## config.mk

```make
export PLATFORM = sky130hd
export DESIGN_NAME = hilo_mdu
export DESIGN_NICKNAME = d
export VERILOG_FILES = /design/src/rtl/hilo_mdu.sv
export SDC_FILE = /design/constraint.sdc
export NUM_CORES = 2
export LEC_CHECK = 0
export ABC_AREA = 1
export BUFFER_PORTS_ARGS = -buffer_cell sky130_fd_sc_hd__buf_2
export CORE_MARGIN = 5
export CORE_UTILIZATION = 36
export CTS_BUF_LIST = sky130_fd_sc_hd__clkbuf_4 sky130_fd_sc_hd__clkbuf_8
export DETAILED_ROUTE_END_ITERATION = 10
export MAX_ROUTING_LAYER = met4
export SLEW_MARGIN = 20
export SYNTH_ARGS = -nofsm -noshare
export SYNTH_HDL_FRONTEND = slang
export SYNTH_SLANG_ARGS = --single-unit
```

## constraint.sdc

```tcl
create_clock -name clk -period 8.9 [get_ports clk]
set_input_delay 0.445 -clock clk [delete_from_list [all_inputs] [get_ports clk]]
set_output_delay 0.445 -clock clk [all_outputs]
set_load 0.02 [all_outputs]
```

## src/rtl/hilo_mdu.sv

```systemverilog
// Iterative HI/LO multiply/divide/accumulate engine with a start/ready handshake.
// Multiplies use shift-add (MUL_BPC bits per cycle); divides use restoring division (one bit per cycle).
module hilo_mdu #(
    parameter int WIDTH   = 32,
    parameter int MUL_BPC = 1
) (
    input  logic                 clk,
    input  logic                 rst,
    input  logic                 start_i,
    input  logic                 annul_i,
    input  logic [2:0]           op_i,
    input  logic [WIDTH-1:0]     opdata1_i,
    input  logic [WIDTH-1:0]     opdata2_i,
    input  logic [2*WIDTH-1:0]   hilo_i,
    output logic [2*WIDTH-1:0]   result_o,
    output logic                 ready_o,
    output logic                 busy_o,
    output logic                 div_by_zero_o
);

    localparam int DW    = 2 * WIDTH;
    localparam int CNT_W = $clog2(WIDTH + 1);
    localparam logic [CNT_W-1:0] MUL_LAST = CNT_W'(WIDTH / MUL_BPC - 1);
    localparam logic [CNT_W-1:0] DIV_LAST = CNT_W'(WIDTH - 1);

    typedef enum logic [1:0] {IDLE, CALC, FIX, DONE} state_t;

    state_t             state, next_state;
    logic [2:0]         op_q;
    logic               sign_a, sign_b;
    logic [DW-1:0]      hilo_q;
    logic [DW-1:0]      acc;      // product, or {remainder, dividend/quotient}
    logic [DW-1:0]      mcand;
    logic [WIDTH-1:0]   mplier;   // multiplier, or divisor
    logic [CNT_W-1:0]   cnt;

    logic               neg_a_in, neg_b_in, accept, is_div, div_zero;
    logic [WIDTH-1:0]   mag_a_in, mag_b_in;
    logic [DW-1:0]      partial, div_next, prod_s, fix_result;
    logic [WIDTH:0]     rem_shift, rem_diff;
    logic               rem_ge;
    logic [WIDTH-1:0]   quot_s, rem_s;

    // Signed ops (odd codes) work on magnitudes and fix the signs in FIX.
    assign neg_a_in = op_i[0] & opdata1_i[WIDTH-1];
    assign neg_b_in = op_i[0] & opdata2_i[WIDTH-1];
    assign mag_a_in = neg_a_in ? -opdata1_i : opdata1_i;
    assign mag_b_in = neg_b_in ? -opdata2_i : opdata2_i;

    assign accept   = start_i & ~annul_i & ((state == IDLE) | (state == DONE));
    assign is_div   = op_q[2] & op_q[1];
    assign div_zero = is_div & (mplier == '0);

    always_ff @(posedge clk or posedge rst) begin
        if (rst) state <= IDLE;
        else     state <= next_state;
    end

    // NOTE: every combinational output gets a default first so no path leaves it unassigned (no latch).
    always_comb begin
        next_state = state;
        case (state)
            IDLE: if (accept) next_state = CALC;
            CALC: begin
                if (annul_i)          next_state = IDLE;
                else if (div_zero)    next_state = DONE;
                else if (cnt == '0)   next_state = FIX;
            end
            FIX:  next_state = annul_i ? IDLE : DONE;
            DONE: next_state = accept ? CALC : IDLE;
            default: next_state = IDLE;
        endcase
    end

    always_comb begin
        partial = '0;
        for (int j = 0; j < MUL_BPC; j++)
            if (mplier[j]) partial = partial + (mcand << j);
    end

    assign rem_shift = acc[DW-1:WIDTH-1];
    assign rem_ge    = rem_shift >= {1'b0, mplier};
    assign rem_diff  = rem_shift - {1'b0, mplier};
    assign div_next  = rem_ge ? {rem_diff[WIDTH-1:0], acc[WIDTH-2:0], 1'b1}
                              : {acc[DW-2:0], 1'b0};

    assign prod_s = (op_q[0] & (sign_a ^ sign_b)) ? -acc : acc;
    assign quot_s = (op_q[0] & (sign_a ^ sign_b)) ? -acc[WIDTH-1:0] : acc[WIDTH-1:0];
    assign rem_s  = (op_q[0] & sign_a) ? -acc[DW-1:WIDTH] : acc[DW-1:WIDTH];

    always_comb begin
        fix_result = prod_s;
        case (op_q[2:1])
            2'b01:   fix_result = hilo_q + prod_s;
            2'b10:   fix_result = hilo_q - prod_s;
            2'b11:   fix_result = {rem_s, quot_s};
            default: fix_result = prod_s;
        endcase
    end

    // NOTE: sequential state uses non-blocking assignments so every flop samples pre-edge values.
    always_ff @(posedge clk or posedge rst) begin
        if (rst) begin
            op_q   <= '0;
            sign_a <= 1'b0;
            sign_b <= 1'b0;
            hilo_q <= '0;
            acc    <= '0;
            mcand  <= '0;
            mplier <= '0;
            cnt    <= '0;
        end else if (accept) begin
            op_q   <= op_i;
            sign_a <= neg_a_in;
            sign_b <= neg_b_in;
            hilo_q <= hilo_i;
            mcand  <= {{WIDTH{1'b0}}, mag_a_in};
            mplier <= mag_b_in;
            acc    <= (op_i[2] & op_i[1]) ? {{WIDTH{1'b0}}, mag_a_in} : '0;
            cnt    <= (op_i[2] & op_i[1]) ? DIV_LAST : MUL_LAST;
        end else if (state == CALC) begin
            cnt <= cnt - CNT_W'(1);
            if (is_div) begin
                acc <= div_next;
            end else begin
                acc    <= acc + partial;
                mcand  <= mcand << MUL_BPC;
                mplier <= mplier >> MUL_BPC;
            end
        end
    end

    always_ff @(posedge clk or posedge rst) begin
        if (rst) begin
            result_o      <= '0;
            ready_o       <= 1'b0;
            busy_o        <= 1'b0;
            div_by_zero_o <= 1'b0;
        end else begin
            ready_o <= (next_state == DONE);
            busy_o  <= (next_state == CALC) | (next_state == FIX);
            if (state == CALC && next_state == DONE) begin
                result_o      <= '0;
                div_by_zero_o <= 1'b1;
            end else if (state == FIX && next_state == DONE) begin
                result_o      <= fix_result;
                div_by_zero_o <= 1'b0;
            end
        end
    end

endmodule

```

* Word-level counts from Yosys, hierarchy flattened
Index checks and enable logic that the tools add are counted.
** Storage, ports and cells
- Word-level logic and storage cells :: 86
- Memory bits (writable) :: 0
- Bits in read-only memories :: 0
- Latch bits :: 0
- Memories kept :: 0
- Register bits :: 304
** Cells by class
- Muxes and demuxes :: 31
- Order comparisons :: 1
- Equality and inequality tests :: 10
- Reduce and logical (&&, ||, !) cells :: 8
- Shifts and indexed selects :: 0
- Multiply operators :: 0
- Bitwise logic cells :: 13
- Add/sub/neg operators :: 10
- Divide/modulo/power cells :: 0
** Operators with widths (count)
- two-way mux 64 bit :: 11
- two-way mux 32 bit :: 8
- one-hot mux 64 bit (3 select lines) :: 1
- adder 64 bit :: 2
- negation 32 bit :: 4
- negation 64 bit :: 1
- subtractor 64 bit :: 1
- greater-or-equal comparator 33 x 32 -> 1 bit :: 1
- logical NOT 32 bit :: 1
- subtractor 32 bit :: 1
- equality test 2 bit, second input constant :: 6
- two-way mux 6 bit :: 2
- two-way mux 2 bit :: 5
- bitwise AND 1 bit :: 9
- one-hot mux 2 bit (4 select lines) :: 1
- equality test 2 x 1 -> 1 bit, second input constant :: 3
- logical NOT 6 bit :: 1
- subtractor 6 x 1 -> 6 bit, second input constant :: 1
- nonzero test 2 bit :: 2
- two-way mux 1 bit :: 3
- logical AND 1 bit :: 2
- logical NOT 2 bit :: 1
- inequality test 2 bit, second input constant :: 1
- OR 1 bit :: 2
- 3 further kinds :: 3

* Depth between registers and ports, before layout
- Word-level depth :: 9
- Gate-level depth with buffers :: 38
- Gate-level depth less buffers :: 38

* Worst setup path after synthesis
No wires, ideal clock.
- Kind :: flip-flop to flip-flop
- Start :: reg acc[0]
- End :: reg result_o[54]
- Path slack :: 4.494 ns
- Library setup time :: 0.125 ns
- Cell stages (with the launch flop) :: 31
- Clock period less this slack :: 4.406 ns
- Required time :: 8.775 ns
- Arrival time :: 4.281 ns
- Cells stage by stage :: dfrtp_1 -> inv_1 -> ha_1 -> xor2_1 -> nand2_1 -> o21ai_1 -> and2_1 -> nand2_1 -> inv_1 -> nand2_2 -> nor2_4 -> nand3_2 -> nor2_4 -> nand2_2 -> nor2_4 -> nand3_2 -> nand2_1 -> o21ai_0 -> xor2_1 -> ha_1 -> nand2_1 -> nor2_1 -> inv_1 -> nor4_1 -> nand2_1 -> o211ai_1 -> nand2_1 -> a21oi_1 -> nor2_1 -> o221ai_1 -> nand2_1
** Between the ends
- Longest elaborated chain between the ends :: 6
- Elaborated cells between the ends (all ways) :: 7
** RTL lines
- from (decl) :: RTL line 32 : logic [DW-1:0] acc;
- from (signal assigned) :: RTL line 119 : acc <= (op_i[2] & op_i[1]) ? {{WIDTH{1'b0}}, mag_a_in} : '0;
- from (signal assigned) :: RTL line 124 : acc <= div_next;
- from (signal assigned) :: RTL line 126 : acc <= acc + partial;
- negation 64 bit :: RTL line 87 : assign prod_s = (op_q[0] & (sign_a ^ sign_b)) ? -acc : acc;
- two-way mux 64 bit (*) :: RTL line 87
- subtractor 64 bit or adder 64 bit (tied branches) :: RTL line 95, 94
- one-hot mux 64 bit (3 select lines) (*) :: RTL line 93 : case (op_q[2:1])
- two-way mux 64 bit (*) :: RTL line 145 : end else if (state == FIX && next_state == DONE) begin
- two-way mux 64 bit (*) :: RTL line 142 : if (state == CALC && next_state == DONE) begin
- to (signal assigned) :: RTL line 146 : result_o <= fix_result;
- to (decl) :: RTL line 15 : output logic [2*WIDTH-1:0] result_o,
Every way passes the cells marked *; elsewhere a longest branch is shown, timed or not. The select of a mux whose other input is x is not followed.
A chain may end at the register's enable or synchronous reset.

* Final worst setup path
- Start :: reg sign_a
- End :: reg result_o[57]
** Between the ends
- Longest elaborated chain between the ends :: 7
- Elaborated cells between the ends (all ways) :: 10
** RTL lines
- from (decl) :: RTL line 30 : logic sign_a, sign_b;
- from (signal assigned) :: RTL line 114 : sign_a <= neg_a_in;
- bitwise XOR 1 bit :: RTL line 87
- bitwise AND 1 bit :: RTL line 87
- two-way mux 64 bit :: RTL line 87
- subtractor 64 bit or adder 64 bit (tied branches) :: RTL line 95, 94
- one-hot mux 64 bit (3 select lines) (*) :: RTL line 93
- two-way mux 64 bit (*) :: RTL line 145
- two-way mux 64 bit (*) :: RTL line 142
Marked as above.

==> key figures <==
Route
  – Residual DRC: 0
  – Wirelength per Cell: 19.4 um
  – Routed WL: 126,000 um
  – DR iter-0 viols: 3,070
  – Vias per std cell: 5.30
  – Via Count: 34,500
  – Drt pass-1 iters: 6
  – Antenna-violating nets left: 0

Place
  – HPWL Detailed: 101,000 um
  – DP Worst Slack: 2900 ps
  – Gp weighted congestion: ~1.0
  – PortBufs: 201

Layout
  – Register cell area after layout: 7610 um^2
  – Multi-input logic area: 20,400 um^2
  – Area growth syn-to-layout: 12.9%
  – Fill cells: 9,428
  – Fraction of layout cells with a size suffix above 1: between 8 and 9%
  – Final nets: 5,627

Global route
  – Vias in the first global route: approximately 32,000
  – Antenna violations before repair: 4
  – Largest net degree at the start of global routing: 160
  – First-pass GRT wire length: 193,000 um
  – Tot GR Track Use: 26.8%
  – GRT overflow: 0

Worst setup path
  – Worst-path fanout max: 42
  – Crit. End Element: flop
  – Most used cell, CP: nand3_1
  – CP Data Arrival Time: approximately 6700 ps
  – Critical Path RT: ~9400 ps
  – CP peak stage delay: 700 ps
  – Nature of the critical path startpoint: flop
  – Kind of critical path: flop to flop
  – Slowest cell on the critical path: nor2_4

Timing
  – FMAX: around 0.16 GHz
  – Final hold vios: 0
  – Clk_skew: 71.5 ps
  – Final Cycle Share: 68.9%
  – Final total negative setup slack: 0 ps
  – # setup viols final: 0
  – Post-route setup slack: about 2800 ps
  – Fin Hold WS: 81.3 ps
  – Unrepaired setup endpoints after global routing: false
  – Minimum clock period: 6130 ps
  – Worst Max-Slew Pin Slew: 942 ps
  – Max Slew Vio Count: 0
  – Worst slew margin: a little under two fifths

Synthesis
  – Count leader, synth: nand2_1
  – Sequential element share of the synthesized area: roughly a quarter
  – Synth Flop Type: dfrtp_1
  – #FFs+latches synth: 304
  – Synthesized area: between 30,000 and 40,000 um^2
  – FFs w/ async S/R, synth: 100%
  – Library cells used by synthesis: 60
  – Number of synthesized flops with an enable pin: 0
  – Most frequent cells after synthesis: nand2_1 (1,310), inv_1 (702), nor2_1 (607), o21ai_0 (469), a21oi_1 (389)
  – Yosys warning count: 0
  – Top area cells in the synthesized netlist: dfrtp_1 (24%), nand2_1 (16%), inv_1 (8.4%)
  – Largest area contributor in the netlist: dfrtp_1
  – Top cell type's share of synthesized area: around a quarter
  – Syn Nets: 5,425
  – Post-synthesis instance total: a little over 5,000
  – Avg Cell Area, Syn: 6.12 um^2

Clock network
  – CTS tree: built
  – Num CTS Buffers: 56
  – Sink Count: 304
  – CTS HTree Levels: 2
  – Clock buffer depth: 3
  – Root Driver: clkbuf_8
  – Clock Pin Slew Worst Setup and Hold Paths: 60 ps
  – Clock latency on the worst-skew pair: 720 ps
  – CTS resizes: 0

Power and ir drop
  – Pwr dens: 465 nW/um^2
  – Worst IR drop on VDD: 0.159 mV
  – Pleak: 17.8 nW

Floorplanning
  – Starting Density: 36.2%
  – Ports: 202
  – Core ar.: 86,500 um^2
  – Full die area: 92,900 um^2
  – Rows: between 100 and 150
  – DIE HEIGHT: 305 um
  – Die W: 305 um

Hold path
  – Worst Hold Class: input port to flop

Run
  – Max-cap viol count: 0

Outcome
  – Status: finished clean
flip-flops by register name (all words and copies together) (netlist names):
name	cells
acc	64
busy_o	1
cnt	6
div_by_zero_o	1
hilo_q	64
mcand	64
mplier	32
op_q	3
ready_o	1
result_o	64
sign_a	1
sign_b	1
state	2
cell type report:
class                      instances  area share [%]
sequential                       304            21.5
multi-input combinational       3930            57.6
clock inverter                    11           0.432
timing repair buffer             298            5.45
inverter                         726            7.74
antenna                            4          0.0283
clock buffer                      85            3.08
tap                             1155            4.09
cells in the final DEF, fill, tap and decap left out, types with 29 or more instances in the layout:
cell	n
xnor2_1	43
o21ai_0	469
o211ai_1	42
a21oi_1	389
ha_1	171
xor2_1	133
buf_2	201
nor2_1	601
nand3_1	286
dfrtp_1	303
inv_1	701
a31oi_1	80
dlygate4sd3_1	66
nand2_1	1310
buf_4	29
nor3_1	67
nand4_1	38
clkbuf_8	72
metal layers:
metal	vias up	track usage [%]	share of wire (%)
li1	17200	-	-
met4	0	9.81	4.3
met3	235	2.82	5.7
met5	-	-	0
met1	15900	37.8	47
met2	1166	40.0	43
timing repair:
action / CTS / global route
setup buffers: 0 / 0
hold buffers: 66 / 0
hold endpoints to repair: 143 / 0
per-stage QoR:
step | total power [mW] | instance area, um^2 | util [%] | std cells
floorplan | 10.9 | 31300 | - | 5114
global placement | 14.6 | 33400 | 38.6 | 6346
detailed placement | 14.6 | 33400 | 38.6 | 6346
CTS | 16.2 | 35300 | 40.8 | 6508
global route | 17.9 | 35300 | 40.8 | 6513
finish | 16.4 | 35300 | 40.8 | 6513
path summary, 6_finish.rpt:
check | start | end | slack (ps) | cells after the start
max in group asynchronous | rst | mplier[0] | 7020 | 4
hold / removal | op_i[1] | op_q[1] | 80 | 3
hold reg to reg | hilo_q[2] | hilo_q[2] | 480 | 2
min in group asynchronous | rst | hilo_q[11] | 430 | 3
setup reg to reg | sign_a | result_o[57] | 2770 | 29
setup / recovery | sign_a | result_o[57] | 2770 | 29
power by group:
part	switching, mW	total (mW)	internal [mW]
Combinational	8.41	12.2	3.80
Sequential	0.713	2.69	1.98
Clock	0.652	1.52	0.864
cells by family after synthesis:
group,Yosys count,share of synthesized area (%)
flops,304,24.3
xor+xnor,176,4.93
fa+ha+maj,176,7.11
compound gates,1160,20.8
simple gates,2418,32.1
buf+inv,880,10.7
worst max-delay path: cells and delay by family, from the launching register on:
kind / cells / cell delay [ps]
simple gates: 20 / 3610
compound gates: 6 / 1220
flops: 1 / 410
fa+ha+maj: 1 / 350
xor+xnor: 1 / 240
buf+inv: 1 / 110
No activity file was read; power rests on OpenSTA's default activity.
